[src/rtl/ym2149_host_if.sv]
// Host-side command bus and PSG pin bus for the YM2149 host sequencer.
//   master : host/bench side, drives ce, command strobe fields and da_in
//   slave  : ym2149_host side, drives status, read data and PSG bus pins
interface ym2149_host_if;
  logic       ce;
  logic       req;
  logic       wr;
  logic [3:0] reg_addr;
  logic [7:0] wdata;
  logic       full;
  logic       busy;
  logic       done;
  logic [7:0] rdata;
  logic       bdir;
  logic       bc;
  logic [7:0] da_out;
  logic [7:0] da_in;

  modport master (
    output ce, req, wr, reg_addr, wdata, da_in,
    input  full, busy, done, rdata, bdir, bc, da_out
  );

  modport slave (
    input  ce, req, wr, reg_addr, wdata, da_in,
    output full, busy, done, rdata, bdir, bc, da_out
  );
endinterface

[src/rtl/ym2149_host.sv]
// YM2149 PSG host sequencer: queues register read/write commands in a
// 4-entry FIFO and plays them onto the BDIR/BC/DA bus with a latch-address
// phase (skipped when the address is already latched), a transfer phase and
// one-tick gaps so every active phase starts on a rising BDIR/BC edge.
// Ports:
//   clk     : clock, all state on rising edge
//   reset_n : asynchronous active-low reset
//   bus     : ym2149_host_if.slave (ce, req/wr/reg_addr/wdata in,
//             full/busy/done/rdata out, bdir/bc/da_out to PSG, da_in from PSG)
module ym2149_host #(
  parameter int unsigned HOLD = 2
) (
  input  logic          clk,
  input  logic          reset_n,
  ym2149_host_if.slave  bus
);

  localparam int unsigned AW    = 4;
  localparam int unsigned DW    = 8;
  localparam int unsigned DEPTH = 4;
  localparam int unsigned PW    = 2;
  localparam int unsigned CW    = 3;
  localparam int unsigned PHW   = 4;

  typedef struct packed {
    logic          wr;
    logic [AW-1:0] addr;
    logic [DW-1:0] data;
  } cmd_t;

  typedef enum logic [2:0] {
    S_IDLE,
    S_LATCH,
    S_GAP1,
    S_XFER,
    S_GAP2
  } state_t;

  state_t         state;
  logic [PHW-1:0] phase;
  cmd_t           cur;
  cmd_t           fifo_q [DEPTH];
  cmd_t           head;
  cmd_t           cmd_in;
  logic [PW-1:0]  wr_ptr;
  logic [PW-1:0]  rd_ptr;
  logic [CW-1:0]  count;
  logic [CW-1:0]  count_nxt;
  logic [AW-1:0]  cache_addr;
  logic           cache_valid;
  logic           push_c;
  logic           pop_c;
  logic           idle_nxt_c;

  logic           full_q;
  logic           busy_q;
  logic           done_q;
  logic [DW-1:0]  rdata_q;
  logic           bdir_q;
  logic           bc_q;
  logic [DW-1:0]  da_out_q;

  assign cmd_in     = '{wr: bus.wr, addr: bus.reg_addr, data: bus.wdata};
  assign head       = fifo_q[rd_ptr];
  // Push uses the registered full flag, so a full FIFO is never bypassed by a same-cycle pop.
  assign push_c     = bus.req && !full_q;
  assign pop_c      = (state == S_IDLE) && bus.ce && (count != '0);
  assign count_nxt  = count + CW'(push_c) - CW'(pop_c);
  // Sequencer will be in IDLE after this edge.
  assign idle_nxt_c = ((state == S_IDLE) && !pop_c) || ((state == S_GAP2) && bus.ce);

  assign bus.full   = full_q;
  assign bus.busy   = busy_q;
  assign bus.done   = done_q;
  assign bus.rdata  = rdata_q;
  assign bus.bdir   = bdir_q;
  assign bus.bc     = bc_q;
  assign bus.da_out = da_out_q;

  // FIFO storage; contents are don't-care while empty, so no reset.
  always_ff @(posedge clk) begin
    if (push_c) fifo_q[wr_ptr] <= cmd_in;
  end

  // FIFO pointers, status flags and the bus sequencer.
  always_ff @(posedge clk or negedge reset_n) begin
    if (!reset_n) begin
      state       <= S_IDLE;
      phase       <= '0;
      cur         <= '0;
      wr_ptr      <= '0;
      rd_ptr      <= '0;
      count       <= '0;
      cache_addr  <= '0;
      cache_valid <= 1'b0;
      full_q      <= 1'b0;
      busy_q      <= 1'b0;
      done_q      <= 1'b0;
      rdata_q     <= '0;
      bdir_q      <= 1'b0;
      bc_q        <= 1'b0;
      da_out_q    <= '0;
    end else begin
      done_q <= 1'b0;
      count  <= count_nxt;
      full_q <= (count_nxt == CW'(DEPTH));
      busy_q <= (count_nxt != '0) || !idle_nxt_c;
      if (push_c) wr_ptr <= wr_ptr + PW'(1);
      if (pop_c)  rd_ptr <= rd_ptr + PW'(1);

      if (bus.ce) begin
        case (state)
          S_IDLE: begin
            if (count != '0) begin
              cur   <= head;
              phase <= PHW'(HOLD - 1);
              if (!cache_valid || (cache_addr != head.addr)) begin
                state    <= S_LATCH;
                bdir_q   <= 1'b1;
                bc_q     <= 1'b1;
                da_out_q <= DW'(head.addr);
              end else begin
                state  <= S_XFER;
                bdir_q <= head.wr;
                bc_q   <= !head.wr;
                if (head.wr) da_out_q <= head.data;
              end
            end
          end
          S_LATCH: begin
            if (phase == '0) begin
              state       <= S_GAP1;
              bdir_q      <= 1'b0;
              bc_q        <= 1'b0;
              cache_addr  <= cur.addr;
              cache_valid <= 1'b1;
            end else begin
              phase <= phase - PHW'(1);
            end
          end
          S_GAP1: begin
            state  <= S_XFER;
            phase  <= PHW'(HOLD - 1);
            bdir_q <= cur.wr;
            bc_q   <= !cur.wr;
            if (cur.wr) da_out_q <= cur.data;
          end
          S_XFER: begin
            if (phase == '0) begin
              state  <= S_GAP2;
              bdir_q <= 1'b0;
              bc_q   <= 1'b0;
              if (!cur.wr) rdata_q <= bus.da_in;
            end else begin
              phase <= phase - PHW'(1);
            end
          end
          S_GAP2: begin
            state  <= S_IDLE;
            done_q <= 1'b1;
          end
          default: begin
            state  <= S_IDLE;
            bdir_q <= 1'b0;
            bc_q   <= 1'b0;
          end
        endcase
      end
    end
  end

endmodule

[src/flat_wrapper.sv]
// flat-port wrapper written by rule: the top's interface ports become plain ports
module ym2149_host_flat 
#(
  parameter int unsigned HOLD = 2
)
  (clk, reset_n, bus_ce, bus_req, bus_wr, bus_reg_addr, bus_wdata, bus_da_in, bus_full, bus_busy, bus_done, bus_rdata, bus_bdir, bus_bc, bus_da_out);
  ym2149_host_if bus_i ();
  input  logic clk;
  input  logic reset_n;
  input wire logic [$bits(bus_i.ce)-1:0] bus_ce;
  input wire logic [$bits(bus_i.req)-1:0] bus_req;
  input wire logic [$bits(bus_i.wr)-1:0] bus_wr;
  input wire logic [$bits(bus_i.reg_addr)-1:0] bus_reg_addr;
  input wire logic [$bits(bus_i.wdata)-1:0] bus_wdata;
  input wire logic [$bits(bus_i.da_in)-1:0] bus_da_in;
  output wire logic [$bits(bus_i.full)-1:0] bus_full;
  output wire logic [$bits(bus_i.busy)-1:0] bus_busy;
  output wire logic [$bits(bus_i.done)-1:0] bus_done;
  output wire logic [$bits(bus_i.rdata)-1:0] bus_rdata;
  output wire logic [$bits(bus_i.bdir)-1:0] bus_bdir;
  output wire logic [$bits(bus_i.bc)-1:0] bus_bc;
  output wire logic [$bits(bus_i.da_out)-1:0] bus_da_out;
  assign bus_i.ce = bus_ce;
  assign bus_i.req = bus_req;
  assign bus_i.wr = bus_wr;
  assign bus_i.reg_addr = bus_reg_addr;
  assign bus_i.wdata = bus_wdata;
  assign bus_i.da_in = bus_da_in;
  assign bus_full = bus_i.full;
  assign bus_busy = bus_i.busy;
  assign bus_done = bus_i.done;
  assign bus_rdata = bus_i.rdata;
  assign bus_bdir = bus_i.bdir;
  assign bus_bc = bus_i.bc;
  assign bus_da_out = bus_i.da_out;
  ym2149_host #(.HOLD(HOLD)) u_core (.clk(clk), .reset_n(reset_n), .bus(bus_i));
endmodule
[config.mk]
export PLATFORM = sky130hd
export DESIGN_NAME = ym2149_host_flat
export DESIGN_NICKNAME = d
export VERILOG_FILES = /design/src/rtl/ym2149_host_if.sv /design/src/rtl/ym2149_host.sv /design/src/flat_wrapper.sv
export SDC_FILE = /design/constraint.sdc
export NUM_CORES = 1
export LEC_CHECK = 0
export CAP_MARGIN = 20
export CORE_UTILIZATION = 50
export DETAILED_ROUTE_END_ITERATION = 7
export PLACE_DENSITY = 0.79
export SLEW_MARGIN = 10
export SYNTH_ARGS = -nofsm -noshare
export SYNTH_HDL_FRONTEND = slang
export SYNTH_SLANG_ARGS = --single-unit
[constraint.sdc]
create_clock -name clk -period 3.5 [get_ports clk]
set_input_delay 1.05 -clock clk [delete_from_list [all_inputs] [get_ports clk]]
set_output_delay 1.05 -clock clk [all_outputs]
set_load 0.02 [all_outputs]
==> impl_metrics.csv <==
group,metric,value,unit
final_layout,drive_above_1_share,19.2,%
setup_path,worstSetupEndpointType,"flip-flop",
global_routing,antenna_found_initial,0,
sta,hold_ws,491,ps
cts,h-tree-depth,3,
sta,slew_headroom,45.6,%
sta,finalCriticalPeriod,3340,ps
sta,setup-violations-final,0,
synth,synth_common_cells,"53 x dfrtp_1, 52 x edfxtp_1, 41 x nand2_1",
die,coreArea,8760,sq um
sta,slew_viol_final,0,
sta,fmax,0.300,GHz
place,gp_congestion,0.776,
route,dr.first_iter.drc_count,203,
setup_path,crit_slowest_cell,"clkdlybuf4s50_1",
synth,yosysSeqAreaShare,63.7,%
global_routing,grt_max_degree,34,
cts,postCtsSetupRepairBufs,0,
synth,yosysTopAreaCellShare,34.4,%
pwr,pwr_density_cell,824,nW/um^2
synth,synth_flop_cell,"dfrtp_1",
global_routing,grt_pass1_vias,2754,
setup_path,crit_fanout,2,
sta,finalCritPeriodShare,95.3,%
final_layout,area_growth,17.7,%
synth,yosys-top-cells-area,"edfxtp_1 34%, dfrtp_1 29%, mux4_2 6.0%",
cts,cts-root-buf,"clkbuf_8",
pwr,ir_worst_vdd,0.351,mV
cts,cts_resized,0,
route,vias,2709,
setup_path,critPathMostFrequentCell,"inv_1",
die,io_pins,46,
pwr,p_int,2.84,mW
pwr,comb_power_share,38.9,%
cts,cts_sinks,105,
die,die_w,97.3,microns
setup_path,startpoint_type,"input port",
synth,synth_edf_count,52,
run,drv_cap,0,
setup_path,cp_slowest_stage_delay,480,ps
pwr,leakage,2.15,nW
global_routing,grt_pass1_wl,13300,microns
setup_path,cp_top_family,"buffers and inverters",
synth,synth.most_common_cell,"dfrtp_1",
sta,final.setup_skew,11.1,ps
route,viasPerCell,5.49,
pwr,p_total,4.40,mW
route,wl_per_cell,16.0,microns
die,die_area,9460,sq um
final_layout,nets,413,
pwr,switching_share,35.3,%
setup_path,path_class,"input port to flip-flop",
cts,clk_path_buf_depth,2,
place,port_buffers,45,
synth,syn-num-nets,359,
sta,finalHoldViolCount,0,
setup_path,required,3740,ps
sta,rsz0062_at_grt,"no",
synth,ys_ff_latch,105,
run_status,status,"complete, no violations",
synth,yosysWarnings,0,
setup_path,crit_buf_inv,5,
cts,tritoncts,"done",
cts,clock_latency,370,ps
synth,synth_top_area_cell,"edfxtp_1",
global_routing,overflow,0,
cts,cts_buffers,9,
global_routing,track_usage,17.8,%
route,routed_wl,7900,microns
pwr,switchingPower,1.55,mW
synth,ys_types,53,
die,initial_core_util,51.8,%
setup_path,crit_chain,"clkdlybuf4s50_1, o31a_1, nand2_2, inv_2, ha_1, inv_1, ha_1, inv_1, fa_1, xor2_1, xnor2_1, inv_1, or4_1",
route,ant_nets,0,
min_path,hold_path_class,"flip-flop to flip-flop",
final_layout,diodes,0,
cts,hold_buffers,0,
sta,worst_slew_pin_slew,813,ps
place,dp_hpwl,5490,microns
pwr,power_frac_clock,16.0,%
synth,async_flop_share,50.5,%
cts,clk_pin_slew,100,ps
synth,netlist_area,4540,sq um
route,dr.pass1.iters,4,
setup_path,worstPathArrival,3570,ps
synth,synthCells,326,
die,rows,34,
route,drc,0,
die,die_h,97.3,microns
synth,syn-mean-instance-area,13.9,sq um
pwr,seqPwrFrac,45.1,%
[cell type report]
cell class | instances | area, sq um
repair buffers | 60 | 558
fillers | 666 | 3430
clock buffers | 10 | 128
clock inverters | 6 | 58.8
well taps | 108 | 135
inverters | 18 | 67.6
multi-input cells | 186 | 1500
flip-flops and latches | 105 | 2890
[final timing paths]
| path | slack, ps | cells past startpoint | startpoint | endpoint |
|---|---|---|---|---|
| setup / recovery | 160 | 13 | bus_ce | u_core.bus.busy |
| hold / removal | 490 | 2 | u_core.cur[7] | u_core.cur[7] |
| setup reg to reg | 570 | 12 | u_core.state[0] | u_core.bus.busy |
| hold reg to reg | 490 | 2 | u_core.cur[7] | u_core.cur[7] |
| max in group asynchronous | 2090 | 2 | reset_n | u_core.cur[9] |
| min in group asynchronous | 630 | 1 | reset_n | u_core.bus.da_out[7] |
[metrics by stage]
stage | TNS [ps] | area (sq um) | setup WS (ps) | util (%) | std cells
6_report | 0 | 5340 | 164 | 60.9 | 493
4_1_cts | 0 | 5330 | 156 | 60.8 | 492
3_5_place_dp | -234 | 5140 | -234 | 58.7 | 476
3_3_place_gp | -148 | 5140 | -148 | 58.7 | 476
2_1_floorplan | 0 | 4560 | 25.8 | - | 326
5_1_grt | 0 | 5340 | 26.7 | 60.9 | 493
[worst min-delay path, cell delays in order, from the launching register on]
cell,delay (ps)
dfrtp_1,360
nand2_1,50
nand2_1,60
[logic make-up (layout without fill, tap and decap cells)]
group / Yosys count / count (layout) / share of synthesized area, %
flops: 105 / 105 / 63.7
simple gates: 95 / 95 / 10.4
mux: 38 / 38 / 12.3
compound gates: 37 / 37 / 5.93
buf+inv: 35 / 94 / 3.28
fa+ha+maj: 8 / 8 / 2.37
xor+xnor: 8 / 8 / 2.04
[metal layers]
metal  global-route usage, %  wire length, microns  vias up
met2                    29.7                  3910       74
met1                    23.3                  3570     1342
li1                        -                     -     1284
met5                       0                     0        -
met3                    4.17                   327        9
met4                    5.66                    83        0
[flip-flops by register name, summed over array words and instances, names as in the netlist]
| name | cells |
|---|---|
| u_core.bus.bc | 1 |
| u_core.bus.bdir | 1 |
| u_core.bus.busy | 1 |
| u_core.bus.da_out | 8 |
| u_core.bus.done | 1 |
| u_core.bus.full | 1 |
| u_core.bus.rdata | 8 |
| u_core.cache_addr | 4 |
| u_core.cache_valid | 1 |
| u_core.count | 3 |
| u_core.cur | 13 |
| u_core.fifo_q | 52 |
| u_core.phase | 4 |
| u_core.rd_ptr | 2 |
| u_core.state | 3 |
| u_core.wr_ptr | 2 |
[power groups by stage]
stage	sequential [mW]	clock, mW	combinational, mW
2_1_floorplan	2.02	0	1.11
3_3_place_gp	1.98	0	1.67
3_5_place_dp	2.01	0	1.72
4_1_cts	1.98	0.725	1.72
5_1_grt	2.03	0.769	1.87
6_report	1.98	0.706	1.71
[cells in the final DEF (no fill, tap or decap), types with 4 or more instances in the layout]
master and n:
ha_1 7, a21oi_1 5, nand2_1 40, mux2_2 18
o21ai_1 6, clkdlybuf4s50_1 44, inv_1 16, nor3_1 9
mux4_2 12, clkbuf_8 9, o21ai_0 5, nor2_1 17
xnor2_1 4, and2_1 5, buf_4 15, dfrtp_1 53
o32ai_1 4, edfxtp_1 52, mux2_1 4, mux2i_1 4
(Power assumes the default switching activity.)
